## src/rtl/mux8_32b.sv

```systemverilog
// mux8_32b: registered 8-to-1 word multiplexer; define MUX8_32B_PARITY_EN to add the z_par even-parity output
module mux8_32b #(
  parameter int WIDTH = 32
) (
  input  logic             clk,
  input  logic             rst_n,
  input  logic [WIDTH-1:0] a,
  input  logic [WIDTH-1:0] b,
  input  logic [WIDTH-1:0] c,
  input  logic [WIDTH-1:0] d,
  input  logic [WIDTH-1:0] e,
  input  logic [WIDTH-1:0] f,
  input  logic [WIDTH-1:0] g,
  input  logic [WIDTH-1:0] h,
  input  logic [2:0]       s,
  input  logic             in_valid,
`ifdef MUX8_32B_PARITY_EN
  output logic             z_par,
`endif
  output logic [WIDTH-1:0] z,
  output logic             out_valid
);
  logic [WIDTH-1:0] legs [8];
  logic [WIDTH-1:0] sel;
  assign legs = '{a, b, c, d, e, f, g, h};
  // pick the leg addressed by s
  always_comb sel = legs[s];
  // capture on in_valid, hold otherwise; reset wins over a word arriving the same cycle
  always_ff @(posedge clk) begin
    if (!rst_n) begin
      z         <= '0;
      out_valid <= 1'b0;
    end else begin
      out_valid <= in_valid;
      if (in_valid) z <= sel;
    end
  end
`ifdef MUX8_32B_PARITY_EN
  // parity register follows z exactly: same enable, same reset
  always_ff @(posedge clk) begin
    if (!rst_n) z_par <= 1'b0;
    else if (in_valid) z_par <= ^sel;
  end
`endif
endmodule

```

## config.mk

```make
export PLATFORM = sky130hd
export DESIGN_NAME = mux8_32b
export DESIGN_NICKNAME = d
export VERILOG_FILES = /design/src/rtl/mux8_32b.sv
export SDC_FILE = /design/constraint.sdc
export NUM_CORES = 1
export LEC_CHECK = 0
export CAP_MARGIN = 20
export CORE_AREA = 2 2 113 115
export CTS_CLUSTER_SIZE = 12
export DETAILED_ROUTE_END_ITERATION = 6
export DIE_AREA = 0 0 115 117
export PLACE_DENSITY = 0.8
export SYNTH_ARGS = -nofsm -noshare
export SYNTH_HDL_FRONTEND = slang
export SYNTH_SLANG_ARGS = --single-unit
```

## constraint.sdc

```tcl
create_clock -name clk -period 1.5 [get_ports clk]
set_input_delay 0.225 -clock clk [delete_from_list [all_inputs] [get_ports clk]]
set_output_delay 0.225 -clock clk [all_outputs]
set_load 0.03 [all_outputs]
```

==> impl_results.md, run 1 <==
* Internal power at ~2700 µW
* Non-Filler Instances at 774
* Final WL at between 10000 and 15000 µm
* Worst min path class: primary input to flop
* Synthesized instance count at 331
* #FFs+latches synth at 33
* Clk root buf: clkbuf_16
* Switching Power at roughly 1100 µW
* M2 GR Usage at a little over a third
* Post-synth cell types at 21
* Startpoint types: primary input
* Initial Util at about 25%
* Congestion Overflow GR at 0
* Worst slew margin at ~76%
* Initial antenna violation count at 1
* Worst Path Buf+Inv at 2
* I/O pin count at 295
* DRT Pass-1 Iters at 4
* Die H at approximately 120 µm
* P&R area growth vs syn at 107.3%
* IO Port Bufs at just under 300
* Standby leakage power at 0.002667 µW
* Crit share post-route at a little over nine tenths
* Die area at about 13000 µm²
* DIE WIDTH at between 100 and 150 µm
* Clock transition at path regs at ~0.06 ns
* Cell family with most CP delay: buffers and inverters
* Vias/cell at slightly above 5
* CTS tree: done
* CTS Sinks at 33
* Area share of the largest cell type after synthesis at between 20% and 30%
* Register area share after synthesis at 21.16%
* Combinational share of power at between 40% and 50%
* Final core occ at a little over half
* Setup Skew at 0 ns
* Sw Ratio at 28.30%
* Htree depth at 2
* Flop pwr share at 26.0%
* Data required, critical path at 1.70 ns
* Slowest cell on the critical path: clkdlybuf4s50_1
* Gr busiest metal: met2
* Achievable Freq at roughly 680 MHz
* Fin. max-slew vios at 0
* Largest net degree at the start of global routing at 66
* Clock Tree Buf Depth at 2
* Hpwl dp at roughly 11000 µm
* Max incr delay on CP at approximately 0.52 ns
* Share of cells above drive strength 1 at around 17%
* Cts bufs inserted at 5
* Gr usage total at between 10% and 20%
* RSZ-0062 raised after global routing: yes
* Num rows at slightly above 40
* Synth top area cells: mux2_2 23%, dfxtp_1 21%, mux2i_1 21%
* Post-Syn Area at about 3100 µm²
* Vias in the first global route at just over 4000
* Mapped Avg Cell Area at roughly 9.4 µm²
* Core Area at around 12000 µm²
* Minimum hold slack at about 0.44 ns
* Drt drc at 0
* GR Util met1 at between 10% and 20%
* Clk_lat worst skew at 0.27 ns
* Layout filler cell count at approximately 1100
* Final nets at around 880
* Clock share of power at approximately 29%
* Yosys top cell by area: mux2_2
* Antenna-violating nets left at 0
* Worst setup EP type: flop
* WS Path Type: primary input to flop
* Data arrival, critical path at 1.68 ns
* Status: complete, no violations
* Crit-path max FO at 15
* First-pass GRT wire length at approximately 20000 µm
* Worst-margin pin slew at approximately 0.37 ns
* Final hold vios at 0
* Ys Warns at 0
* Min Tclk post-route at 1.479 ns
* M3 GR Usage at 5.304%
* Max cap viols at 0
* Placed insts at ~760
* 1st-iter DRT viols at ~140
* Drt wl/cell at roughly 18 µm
* Final setup fails at 0
* GP Congestion at between 0.8 and 0.9
* Vias at about 4000
* Power density cells at 588.0 nW/µm²
* CP cell instances: clkdlybuf4s50_1, nand2b_1, buf_6, o22ai_1, a221o_1, a21oi_1
* Syn Nets at around 590
* Max IR drop VDD at 0.4360 mV
==> synth_stat cells <==
library cell / instances
mux2_2: 64
a22oi_1: 8
buf_12: 1
a221o_1: 24
buf_8: 2
nand2_1: 1
buf_1: 2
clkbuf_1: 21
and2_1: 1
buf_6: 5
nor2b_1: 1
o221ai_1: 8
buf_2: 2
mux2i_1: 64
dfxtp_1: 33
nor2_1: 1
o21ai_0: 32
a21oi_1: 32
nand2b_1: 1
o22ai_1: 24
buf_4: 4
==> power by group through the flow <==
stage	Combinational, µW	Sequential [µW]	Clock (µW)
after floorplan	610	1150	0
after global placement	1740	1010	0
after detailed placement	1770	1010	0
after CTS	1730	987	1120
after global routing	1830	996	1160
final	1730	987	1090
==> worst paths after layout <==
kind / cells after the start / endpoint / slack, ns / from
max: 6 / z[26] / 0.02 / s[1]
min: 3 / z[31] / 0.44 / in_valid
max reg2reg: 2 / z[26] / 0.84 / z[26]
min reg2reg: 2 / z[11] / 0.52 / z[11]
==> timing repair <==
item,in CTS,in global routing
endpoints found under the setup margin,31,14
hold buffers,0,0
resized for setup,31,4
buffers inserted,0,1
==> worst register-to-register path: cells and delay by family, from the launching register on <==
family | cells | cell delay (ns)
flops | 1 | 0.32
compound gates | 2 | 0.21
==> metrics by stage <==
step	TNS (ns)	cell area (µm²)	power (µW)	worst slack, ns
6_report	0	6470	3804	0.02126
4_1_cts	0	6447	3837	0.001817
3_3_place_gp	-4.511	6329	2742	-0.2081
5_1_grt	-0.04973	6467	3981	-0.01809
3_5_place_dp	-6.474	6329	2779	-0.2843
2_1_floorplan	0	3122	1762	0.1479
==> sequential cells by signal, indices dropped and copies added, names as in the netlist <==
name / count
z: 32
out_valid: 1
==> cell families after synthesis <==
logic type | after synthesis | share of synthesized area (%)
and+or+nand+nor | 5 | 0.8418
DFF | 33 | 21.16
AOI/OAI and AO/OA | 128 | 26.93
muxes | 128 | 43.61
buffers and inverters | 37 | 7.455
==> cell usage in the layout, fill, tap and decap left out, drive strengths merged, types with 2 or more instances in the layout <==
master | synthesis | layout
dlygate4sd2 | 0 | 31
a22oi | 8 | 8
clkbuf | 21 | 7
a21oi | 32 | 32
a221o | 24 | 24
o21ai | 32 | 32
buf | 16 | 29
o22ai | 24 | 24
dlymetal6s2s | 0 | 2
o221ai | 8 | 8
mux2 | 64 | 64
dfxtp | 33 | 33
clkdlybuf4s50 | 0 | 259
mux2i | 64 | 64
==> layout make-up <==
| class | count | area (µm²) | area share (%) |
|---|---|---|---|
| Tap cell | 150 | 187.7 | 2.901 |
| Clock buffer | 7 | 152.6 | 2.359 |
| Sequential cell | 33 | 660.6 | 10.21 |
| Multi-Input combinational cell | 261 | 2233 | 34.52 |
| Clock inverter | 1 | 5.005 | 0.07735 |
| Antenna cell | 1 | 2.502 | 0.03868 |
| Timing Repair Buffer | 321 | 3228 | 49.89 |
==> per-layer routing <==
metal	up-vias	wire [µm]
met5	-	0
met4	0	428
met3	33	1392
met2	233	6966
met1	1823	5077
li1	1906	-
No activity file was read; power rests on OpenSTA's default activity.
==> run 2: changes to the inputs <==
==> config.mk (replaced) <==
export PLATFORM = sky130hd
export DESIGN_NAME = mux8_32b
export DESIGN_NICKNAME = d
export VERILOG_FILES = /design/src/rtl/mux8_32b.sv
export SDC_FILE = /design/constraint.sdc
export NUM_CORES = 1
export LEC_CHECK = 0
export ABC_AREA = 1
export CAP_MARGIN = 20
export CORE_AREA = 2 2 114 116
export CTS_CLUSTER_SIZE = 12
export DETAILED_ROUTE_END_ITERATION = 6
export DIE_AREA = 0 0 116 118
export PLACE_DENSITY = 0.89
export SYNTH_ARGS = -nofsm -noshare
export SYNTH_HDL_FRONTEND = slang
export SYNTH_SLANG_ARGS = --single-unit
==> run 2 against run 1 <==
Clock-buffer cell count stayed put. Highest routed layer unchanged. Clock power is 5% lower. Sequential share of layout area decreased by 1.4 points. Cell area is 16% higher.
==> impl_results.md, run 2 <==
* Status: complete, no violations (unchanged)
* R2R Path End: z[31] (was z[26])
* Post-synth cell types at 10 (was 21)
* DIE WIDTH at 116 µm (was 115 µm)
* Core Area at 12410 µm² (was 12310 µm²)
* Commonest non-fill, non-tap cell in the layout: nand2_1 (was clkdlybuf4s50_1)
* Setup crit start: z[31] (was s[1])
* Flop pwr share at 25.4% (was 26.0%)
* Standby leakage power at 0.004292 µW (was 0.002667 µW)
* Worst Path Buf+Inv at 1 (was 2)
* Worst reg2reg path depth at 2 (unchanged)
* Most frequent cell after synthesis: nand2_1
* Register area share after synthesis at 15.48% (was 21.16%)
* Antenna-violating nets left at 0 (unchanged)
* Die area at 13690 µm² (was 13460 µm²)
* Drt drc at 0 (unchanged)
* Data arrival, critical path at 1.05 ns (was 1.68 ns)
* Reg-to-reg startpoint: z[31] (was z[26])
* Clk root buf: clkbuf_16 (unchanged)
* Final nets at 1418 (was 884)
* Top_reg_cell synth: dfxtp_1 (unchanged)
* P&R area growth vs syn at 75.54% (was 107.3%)
* Clock Tree Buf Depth at 2 (unchanged)
* Yosys top cell by area: nand2_1 (was mux2_2)
* Sw Ratio at 33.04% (was 28.30%)
* Data required, critical path at 1.27 ns (was 1.70 ns)
* Min Tclk post-route at 1.270 ns (was 1.479 ns)
* CP cell instances: dlygate4sd2_1 (was clkdlybuf4s50_1, nand2b_1, buf_6, o22ai_1, a221o_1, a21oi_1)
* # hold bufs at CTS at 0 (unchanged)
* Startpoint types: flop (was primary input)
* Power density cells at 517.1 nW/µm² (was 588.0 nW/µm²)
* Clock transition at path regs at 0.06 ns (about the same)
* DRT Pass-1 Iters at 5 (was 4)
* Largest Register: z (unchanged)
* Worst setup EP type: primary output (was flop)
* Area share of the largest cell type after synthesis at 25.43% (was 23.09%)
* Clk_lat worst skew at 0.28 ns (was 0.27 ns)
* #FFs+latches synth at 33 (unchanged)
* Reg2Reg Setup Slack at 0.81 ns (was 0.84 ns)
* Worst-margin pin slew at 0.3607 ns (was 0.3668 ns)
* Largest registers: z (32), out_valid (1) (unchanged)
* Critical path endpoint: z[31] (was z[26])
* First-pass GRT wire length at 26600 µm (was 20000 µm)
* # diodes at 0 (was 1)
* Switching Power at 1280 µW (was 1077 µW)
* Synthesized instance count at 896 (was 331)
* Ys Warns at 0 (unchanged)
* I/O pin count at 295 (unchanged)
* Setup Skew at 0 ns (unchanged)
* Share of cells above drive strength 1 at 2.595% (was 16.53%)
* WS Path Type: flop to primary output (was primary input to flop)
* Num rows at 41 (unchanged)
* IO Port Bufs at 294 (unchanged)
* Gr usage total at 23.97% (was 18.79%)
* Final setup fails at 0 (unchanged)
* Final core occ at 60.33% (was 52.55%)
* Fin. max-slew vios at 0 (unchanged)
* Htree depth at 2 (unchanged)
* Max incr delay on CP at 0.42 ns (was 0.52 ns)
* Synth top area cells: nand2_1 25%, inv_1 23%, nand3_1 23% (was mux2_2 23%, dfxtp_1 21%, mux2i_1 21%)
* Congestion Overflow GR at 0 (unchanged)
* Syn Nets at 1158 (was 593)
* Clock share of power at 26.9% (was 28.6%)
* Tot Pwr at 3873 µW (was 3804 µW)
* Vias in the first global route at 5738 (was 4090)
* Number of flip-flops in the largest register at 32 (unchanged)
* Achievable Freq at 787.3 MHz (was 676.3 MHz)
* Worst slew margin at 75.92% (was 75.51%)
* Most frequent cells in the layout: 289 x nand2_1, 258 x inv_1, 257 x clkdlybuf4s50_1 (was 259 x clkdlybuf4s50_1, 64 x mux2i_1, 64 x mux2_2)
* GP Congestion at 0.8921 (was 0.8201)
* Crit path depth at 1 (was 6)
* Drt wl/cell at 12.87 µm (was 17.91 µm)
* Max IR drop VDD at 0.3988 mV (was 0.4360 mV)
* RSZ-0062 raised after global routing: no (was yes)
* Layout filler cell count at 1191 (was 1134)
* Vias at 6250 (was 3995)
* Crit-path max FO at 2 (was 15)
* CTS tree: done (unchanged)
* Post-Syn Area at 4267 µm² (was 3122 µm²)
* CTS Sinks at 33 (unchanged)
* Internal power at 2593 µW (was 2728 µW)
* Initial antenna violation count at 0 (was 1)
* Cell family with most CP delay: buffers and inverters (unchanged)
* Setup_tns at 0 ns (unchanged)
* Worst min path class: primary input to flop (unchanged)
* Cts bufs inserted at 5 (unchanged)
* FFs w/ async S/R, synth at 0% (unchanged)
* Largest net degree at the start of global routing at 66 (unchanged)
* Hpwl dp at 12990 µm (was 11120 µm)
* WHS Path Cells at 4 (was 3)
* Max cap viols at 0 (unchanged)
* Gr busiest metal: met2 (unchanged)
* Final hold vios at 0 (unchanged)
* Final WL at 17090 µm (was 13870 µm)
* Mapped Avg Cell Area at 4.762 µm² (was 9.431 µm²)
* GR Util met1 at 26.93% (was 19.28%)
* Crit share post-route at 84.68% (was 98.58%)
* 1st-iter DRT viols at 308 (was 137)
* Combinational share of power at 47.7% (was 45.4%)
* Vias/cell at 4.706 (was 5.161)
* M2 GR Usage at 40.97% (was 35.41%)
* Synth cell count leaders: 289 x nand2_1, 258 x inv_1, 192 x nand3_1 (was 64 x mux2_2, 64 x mux2i_1, 33 x dfxtp_1)
* Initial Util at 34.37% (was 25.36%)
* Die H at 118 µm (was 117 µm)
* Number of synthesized flops with an enable pin at 0 (unchanged)
* Slowest cell on the critical path: dlygate4sd2_1 (was clkdlybuf4s50_1)
* M3 GR Usage at 7.003% (was 5.304%)
run 2: worst min path at each step:
stage	startpoint	endpoint	slack, ns
floorplan	rst_n	z[27]	0.36
global placement	z[0]	z[0]	0.50
detailed placement	z[3]	z[3]	0.51
CTS	in_valid	out_valid	0.41
global route	in_valid	out_valid	0.46
finish	in_valid	out_valid	0.42
run 2: metal layers:
layer  vias to the layer above  wire [µm]
met1                      2735       6506
met5                         -          0
li1                       3155          -
met3                        57       1896
met4                         0        685
met2                       303       7999
run 2: repair_timing:
item,4_1_cts,5_1_grt
setup endpoints to repair,31,1
setup buffers,0,0
gates resized for setup,31,1
hold endpoints to repair,0,0
run 2: kinds of logic after synthesis:
logic type | share of synthesized area (%)
AND/OR/NAND/NOR | 47.95
flip-flops | 15.48
AO/OA/AOI/OAI | 7.507
buffers and inverters | 29.06
run 2: area by class of cell:
type,instances,area (µm²),share of cell area (%)
multi-input combinational,545,2366,31.59
inverter,260,978.4,13.06
clock buffer,7,142.6,1.904
timing repair buffer,311,3127,41.75
sequential,33,660.6,8.821
tap,172,215.2,2.873
run 2: power groups by stage:
stage | Combinational (µW) | Clock [µW] | Sequential (µW)
after CTS | 1860 | 1070 | 984
after floorplan | 723 | 0 | 1140
after global routing | 2030 | 1100 | 993
after detailed placement | 1900 | 0 | 1010
after global placement | 1870 | 0 | 1000
final | 1850 | 1040 | 984
run 2: stage by stage:
stage	cells	hold slack, ns	area, µm²	worst slack (ns)
2_1_floorplan	896	0.3634	4267	0.4289
5_1_grt	1328	0.4616	7490	0.1951
6_report	1328	0.4208	7490	0.2299
4_1_cts	1328	0.4095	7487	0.0009892
3_3_place_gp	1321	0.5016	7383	0.1579
3_5_place_dp	1321	0.5136	7383	0.1361
